## config.mk

```make
export PLATFORM = sky130hd
export DESIGN_NAME = tcm_dport_arb
export DESIGN_NICKNAME = d
export VERILOG_FILES = /design/src/rtl/tcm_dport_arb.sv
export SDC_FILE = /design/constraint.sdc
export NUM_CORES = 1
export LEC_CHECK = 0
export BUFFER_PORTS_ARGS = -buffer_cell sky130_fd_sc_hd__buf_4
export CAP_MARGIN = 40
export CORE_AREA = 2 2 144 146
export DETAILED_ROUTE_END_ITERATION = 6
export DIE_AREA = 0 0 146 148
export SKIP_CTS_REPAIR_TIMING = 1
export SYNTH_ARGS = -nofsm -noshare
export SYNTH_HDL_FRONTEND = slang
export SYNTH_SLANG_ARGS = --single-unit
```

## constraint.sdc

```tcl
create_clock -name clk_i -period 3.5 [get_ports clk_i]
set_input_delay 0.175 -clock clk_i [delete_from_list [all_inputs] [get_ports clk_i]]
set_output_delay 0.175 -clock clk_i [all_outputs]
set_load 0.05 [all_outputs]
```

## src/rtl/tcm_dport_arb.sv

```systemverilog
// Two-master arbiter for the TCM data port: round-robin between the core (M0) and the
// loader/debug master (M1), with M1 burst lock and an in-order source FIFO for ack routing.
module tcm_dport_arb #(
    parameter int DEPTH = 4
) (
    input  logic        clk_i,
    input  logic        rst_i,

    input  logic [31:0] m0_addr_i,
    input  logic [31:0] m0_data_wr_i,
    input  logic        m0_rd_i,
    input  logic [3:0]  m0_wr_i,
    input  logic        m0_cacheable_i,
    input  logic [10:0] m0_req_tag_i,
    input  logic        m0_flush_i,
    input  logic        m0_invalidate_i,
    input  logic        m0_writeback_i,
    output logic        m0_accept_o,
    output logic        m0_ack_o,
    output logic        m0_error_o,
    output logic [10:0] m0_resp_tag_o,
    output logic [31:0] m0_data_rd_o,

    input  logic [31:0] m1_addr_i,
    input  logic [31:0] m1_data_wr_i,
    input  logic        m1_rd_i,
    input  logic [3:0]  m1_wr_i,
    input  logic        m1_lock_i,
    output logic        m1_accept_o,
    output logic        m1_ack_o,
    output logic        m1_error_o,
    output logic [31:0] m1_data_rd_o,

    output logic [31:0] mem_addr_o,
    output logic [31:0] mem_data_wr_o,
    output logic        mem_rd_o,
    output logic [3:0]  mem_wr_o,
    output logic        mem_cacheable_o,
    output logic [10:0] mem_req_tag_o,
    output logic        mem_flush_o,
    output logic        mem_invalidate_o,
    output logic        mem_writeback_o,
    input  logic        mem_accept_i,
    input  logic        mem_ack_i,
    input  logic        mem_error_i,
    input  logic [31:0] mem_data_rd_i,
    input  logic [10:0] mem_resp_tag_i,

    output logic        spurious_o
);

    localparam int PW = $clog2(DEPTH);
    localparam int CW = PW + 1;

    typedef enum logic {
        ST_ARB,
        ST_LOCK
    } state_t;

    state_t          state_q, state_d;
    logic            last_q;              // 0 = M0 won last handshake, 1 = M1
    logic            src_mem [DEPTH];
    logic [PW-1:0]   wr_ptr_q, rd_ptr_q;
    logic [CW-1:0]   count_q;
    logic            spurious_q;

    logic req0, req1;
    logic gnt0, gnt1;
    logic hs0, hs1, push, pop;
    logic fifo_full, fifo_empty;
    logic head;

    assign req0 = m0_rd_i | (m0_wr_i != 4'h0) | m0_flush_i | m0_invalidate_i | m0_writeback_i;
    assign req1 = m1_rd_i | (m1_wr_i != 4'h0);

    assign fifo_full  = (count_q == CW'(DEPTH));
    assign fifo_empty = (count_q == '0);

    // Full blocks the grant even when an ack frees a slot this cycle, keeping
    // the grant path independent of mem_ack_i.
    always_comb begin
        gnt0 = 1'b0;
        gnt1 = 1'b0;
        if (rst_i && !fifo_full) begin
            if (state_q == ST_LOCK && m1_lock_i) begin
                gnt1 = req1;
            end else if (req0 && req1) begin
                gnt0 = last_q;
                gnt1 = !last_q;
            end else begin
                gnt0 = req0;
                gnt1 = req1;
            end
        end
    end

    assign hs0  = gnt0 & mem_accept_i;
    assign hs1  = gnt1 & mem_accept_i;
    assign push = hs0 | hs1;
    assign pop  = rst_i & mem_ack_i & !fifo_empty;
    assign head = src_mem[rd_ptr_q];

    assign m0_accept_o = hs0;
    assign m1_accept_o = hs1;
    assign m0_ack_o    = pop & !head;
    assign m1_ack_o    = pop & head;

    assign m0_error_o    = mem_error_i;
    assign m0_resp_tag_o = mem_resp_tag_i;
    assign m0_data_rd_o  = mem_data_rd_i;
    assign m1_error_o    = mem_error_i;
    assign m1_data_rd_o  = mem_data_rd_i;
    assign spurious_o    = spurious_q;

    always_comb begin
        mem_addr_o       = '0;
        mem_data_wr_o    = '0;
        mem_rd_o         = 1'b0;
        mem_wr_o         = '0;
        mem_cacheable_o  = 1'b0;
        mem_req_tag_o    = '0;
        mem_flush_o      = 1'b0;
        mem_invalidate_o = 1'b0;
        mem_writeback_o  = 1'b0;
        if (gnt0) begin
            mem_addr_o       = m0_addr_i;
            mem_data_wr_o    = m0_data_wr_i;
            mem_rd_o         = m0_rd_i;
            mem_wr_o         = m0_wr_i;
            mem_cacheable_o  = m0_cacheable_i;
            mem_req_tag_o    = m0_req_tag_i;
            mem_flush_o      = m0_flush_i;
            mem_invalidate_o = m0_invalidate_i;
            mem_writeback_o  = m0_writeback_i;
        end else if (gnt1) begin
            mem_addr_o       = m1_addr_i;
            mem_data_wr_o    = m1_data_wr_i;
            mem_rd_o         = m1_rd_i;
            mem_wr_o         = m1_wr_i;
        end
    end

    // Lock release and re-arbitration happen in the same cycle m1_lock_i drops.
    always_comb begin
        state_d = state_q;
        if (state_q == ST_LOCK && !m1_lock_i) begin
            state_d = ST_ARB;
        end
        if (hs1 && m1_lock_i) begin
            state_d = ST_LOCK;
        end
    end

    // NOTE: sequential state uses non-blocking assignments so every register
    // samples the pre-edge values of the others.
    always_ff @(posedge clk_i) begin
        if (!rst_i) begin
            state_q    <= ST_ARB;
            last_q     <= 1'b1;
            wr_ptr_q   <= '0;
            rd_ptr_q   <= '0;
            count_q    <= '0;
            spurious_q <= 1'b0;
        end else begin
            state_q <= state_d;
            if (push) begin
                last_q   <= hs1;
                wr_ptr_q <= wr_ptr_q + PW'(1);
            end
            if (pop) begin
                rd_ptr_q <= rd_ptr_q + PW'(1);
            end
            case ({push, pop})
                2'b10:   count_q <= count_q + CW'(1);
                2'b01:   count_q <= count_q - CW'(1);
                default: count_q <= count_q;
            endcase
            if (mem_ack_i && fifo_empty) begin
                spurious_q <= 1'b1;
            end
        end
    end

    // NOTE: FIFO storage has no reset; entries are only read below count_q,
    // which is reset, so stale contents are never observed.
    always_ff @(posedge clk_i) begin
        if (push) begin
            src_mem[wr_ptr_q] <= hs1;
        end
    end

endmodule

```

; ---- Word level (Yosys, flattened, before mapping)
; Memories as Yosys holds them, arrays and structs flattened. A register that Yosys moved wholly into a read port is not among the register bits.
; Cells that the tools add are included.
; W data, S select, Z words.
[classes]
n_addsub = 4
n_eq_ne = 3
muxes = 26
bitwise_logic = 12
reduce_logical = 16
[op_table]
columns = cell, count
row1 = $mux W32, 4
row2 = $mux W1, 16
row3 = $mux W11, 1
row4 = $mux W4, 2
row5 = $reduce_bool A4 Y1, 2
row6 = $and A1 B1 Y1, 6
row7 = $logic_and A1 B1 Y1, 6
row8 = $or A1 B1 Y1, 6
row9 = $pmux W3 S2, 1
row10 = $logic_not A1 Y1, 5
row11 = $add A2 B1 Y2 const B, 2
row12 = $mux W2, 2
row13 = $reduce_bool A2 Y1, 2
row14 = $add A3 B1 Y3 const B, 1
row15 = $eq A3 B3 Y1 const B, 1
row16 = $logic_not A3 Y1, 1
row17 = $sub A3 B1 Y3 const B, 1
row18 = $eq A2 B1 Y1 const B, 1
row19 = $eq A2 B2 Y1 const B, 1
[totals]
register_bits = 10
ram_bits = 4
input_bits = 202
out_inout_bits = 166
elab_cells = 68
n_memories = 1
[mem_list]
columns = memory, words, width, read_ports, rd_clocked_by_memory_dff, write_ports, line_no
row1 = src_mem, 4, 1, 1, 1, 1, 62  ; logic src_mem [DEPTH];

; ---- Depth between registers and ports, before layout
[logic_depth]
ltp_word = 13
depth_mapped = 10

; ---- Worst setup path before layout
; OpenSTA, ideal clock, no wires.
[synth_path]
kind = register to register
from = register count_q[2]
to = register count_q[2]
setup_time_ns = 0.076
t_arrival_ns = 2.327
required_ns = 3.424
path_slack_ns = 1.098
stages_incl_launch_ff = 11
period_less_slack_ns = 2.402
cell_sequence = dfxtp_1 > or3b_1 > and3_1 > o31a_1 > inv_1 > ha_1 > inv_1 > fa_1 > xor2_1 > or3_1 > a21boi_0
[synth_via]
elab_chain_cells = 8
elab_cells_between_ends = 17
[synth_rtl]
columns = element, line_no
row1 = "start, declared", 64  ; logic [CW-1:0] count_q;
row2 = "start signal, assigned", 174  ; 2'b10: count_q <= count_q + CW'(1);
row3 = "start signal, assigned", 175  ; 2'b01: count_q <= count_q - CW'(1);
row4 = "start signal, assigned", 176  ; default: count_q <= count_q;
row5 = $eq A3 B3 Y1, 76  ; assign fifo_full = (count_q == CW'(DEPTH));
row6 = $logic_not A1 Y1, 84  ; if (rst_i && !fifo_full) begin
row7 = $logic_and A1 B1 Y1, 84
row8 = $mux W1, 84
row9 = "$and A1 B1 Y1, on equally long branches", "97, 98"
row10 = $or A1 B1 Y1, 99  ; assign push = hs0 | hs1;
row11 = $eq A2 B1 Y1 or $eq A2 B2 Y1 (tied branches), 173  ; case ({push, pop})
row12 = $pmux W3 S2 or $reduce_bool A2 Y1 (tied branches), n/a
; Several ways; a longest one is shown, not always the timed one.
; A chain may end at the register's enable or synchronous reset.

; ---- Worst setup path in the final report
; Same ends and word-level chain as after synthesis.

==> metrics <==
Setup Skew=0.00145 ns; drt drc=0; detailed placement HPWL=around 8 mm; placed cell count=686; CP max FO=5; final worst path period need=2.63 ns; Top Usage Layer GRT=met2; Setup crit start kind=flop; critical path data arrival time=2.80 ns; ratio of final minimum period to clock period=about three quarters; floorplan row count=52; Final nets=629; Die ar.=0.0216 mm2; Pleak=1.96 nW; most common cell after layout, fill and taps aside=buf_4; post-synthesis average cell area=8.61 um2; vias in the first global route=approximately 2400; Worst path slowest cell=or3b_1; I/O Pins=368; Die Y=148 um; clk root buf=clkbuf_16; share of the synthesized area in the top cell type=27.1%; CTS H-Tree Depth=1; worst reg2reg path depth=10; status=completed; Synth Instances=259; Post-DRT Antenna Nets=0; CP endpoint=count_q[2]; Initial Util=11.1%; # diodes=0; fmax=380 MHz; DR iter-0 viols=146; area leader, netlist=a22o_1; fin util=about 19%; top area cells in the synthesized netlist=a22o_1 27%, buf_4 26%, dfxtp_1 11%; Avg Vias per Cell=between 3 and 4; MaxCap Viol Count=0; gr ovfl total=0; die width=146 um; crit-path most repeated cell=inv_1; share of post-route cells with drive strength above 1=62.1%; PortBufs=246; Total Power=1.24 mW; WP data required=3.67 ns; wire per inst=14.0 um; clock buffer depth=2; Mapped Area=roughly 0.0022 mm2; met3 Use GR=between 2 and 3%; GR Util met1=around a tenth; worst r2r src=count_q[2]; PD cells=320 mW/mm2; CP Cell Sequence=or3b_1 -> and3_1 -> o31a_1 -> inv_1 -> ha_1 -> inv_1 -> fa_1 -> xor2_1 -> or3_1 -> a21boi_0; largest stage delay on the critical path=0.42 ns; Synth Flop Type=dfxtp_1; reg-to-reg endpoint=count_q[2]; GPL Wtd Cong=around 0.73; clk_lat worst skew=roughly 0.25 ns; WL final=9.69 mm; largest net degree at the start of global routing=64; Syn Nets=467; M2 GR Usage=12.9%; flop2flop setup slack=about 0.87 ns; Hold Fails Final Rpt=0; Area growth syn-to-layout=73.4%; drt first pass iters=4; CTS tree=done; number of synthesis warnings=0; crit path kind=reg -> reg; most frequent cells in the layout=249 x buf_4, 69 x a22o_1, 25 x and2_1; Netlist cell types=36; crit end category=flop; Worst Max-Slew Pin Slew=approximately 0.46 ns; Peak VDD IR=0.000153 V; relative slew slack=between 60 and 70%; global-route wire length before repair=13.7 mm; Post-Layout Cell Count=690; HP Class=in -> reg; Vias=2480; RSZ-0062 raised after global routing=no; Slew Limit Fails=0; worst setup path startpoint=count_q[2]; Num CTS Buffers=3; initial antenna violation count=0; CTS sink count=16; setup_tns=0 ns; fraction of registers with async set/reset=0%; setup violators final=0; GRT Util Overall=between 8 and 9%; Reg clk slew, reported paths=0.05 ns; post-synthesis sequential area ratio=16.2%; area of the core=0.0200 mm2; Post-synth EDFFs=4; #FFs+latches synth=16
## routing by layer
metal / vias up / part of all wire, %
li1: 1174 / -
met1: 1078 / 39
met2: 188 / 47
met3: 40 / 11
met4: 0 / 3.4
met5: - / 0
## worst min-delay path by stage
stage	startpoint	to	slack, ns	cells past startpoint
6_report	m1_lock_i	state_q	0.18	3
3_5_place_dp	mem_resp_tag_i[3]	m0_resp_tag_o[3]	0.35	0
4_1_cts	m1_lock_i	state_q	0.17	3
3_3_place_gp	mem_resp_tag_i[3]	m0_resp_tag_o[3]	0.35	0
5_1_grt	m1_lock_i	state_q	0.18	3
2_1_floorplan	m1_lock_i	state_q	0.30	2
## per-stage QoR
| step | setup slack, ns | instance area (um2) | hold slack (ns) |
|---|---|---|---|
| finish | 0.869 | 3870 | 0.175 |
| floorplan | 1.10 | 2230 | 0.300 |
| global route | 0.698 | 3870 | 0.181 |
| CTS | 0.860 | 3870 | 0.175 |
| global placement | 0.876 | 3780 | 0.350 |
| detailed placement | 0.817 | 3780 | 0.350 |
## cells in the mapped netlist, types with 4 or more instances
master / instances
ha_1: 5
a22o_1: 69
buf_2: 6
dfxtp_1: 12
buf_6: 7
buf_4: 78
nand2_1: 7
and2_1: 25
inv_1: 11
edfxtp_1: 4
## kinds of logic (layout without fill, tap and decap cells)
logic type / after synthesis / in the layout / share of synthesized area [%]
buffers and inverters: 105 / 266 / 33.5
DFF: 16 / 16 / 16.2
AOI/OAI and AO/OA: 81 / 81 / 31.5
and+or+nand+nor: 44 / 44 / 11.7
xor gates and xnor gates: 4 / 4 / 1.57
adders and majority gates: 6 / 6 / 3.70
muxes: 3 / 3 / 1.91
## critical path: cells and delay by family (launching register included)
kind	cells	cell delay, ns
simple gates	3	0.94
fa+ha+maj	2	0.57
flops	1	0.38
compound gates	2	0.32
buf+inv	2	0.20
xor+xnor	1	0.15
## final cells by class
cell class / instances / area (um2)
sequential: 16 / 360
inverter: 11 / 41.3
clock buffer: 4 / 88.8
timing repair buffer: 251 / 1910
fill: 2257 / 16200
tap: 270 / 338
multi-input combinational: 138 / 1130
## power breakdown
| group | switching [mW] | internal [mW] |
|---|---|---|
| logic | 0.466 | 0.310 |
| registers | 0.0139 | 0.206 |
| clock network | 0.0697 | 0.173 |
| total | 0.549 | 0.689 |
Power figures use the tool's default switching activity.
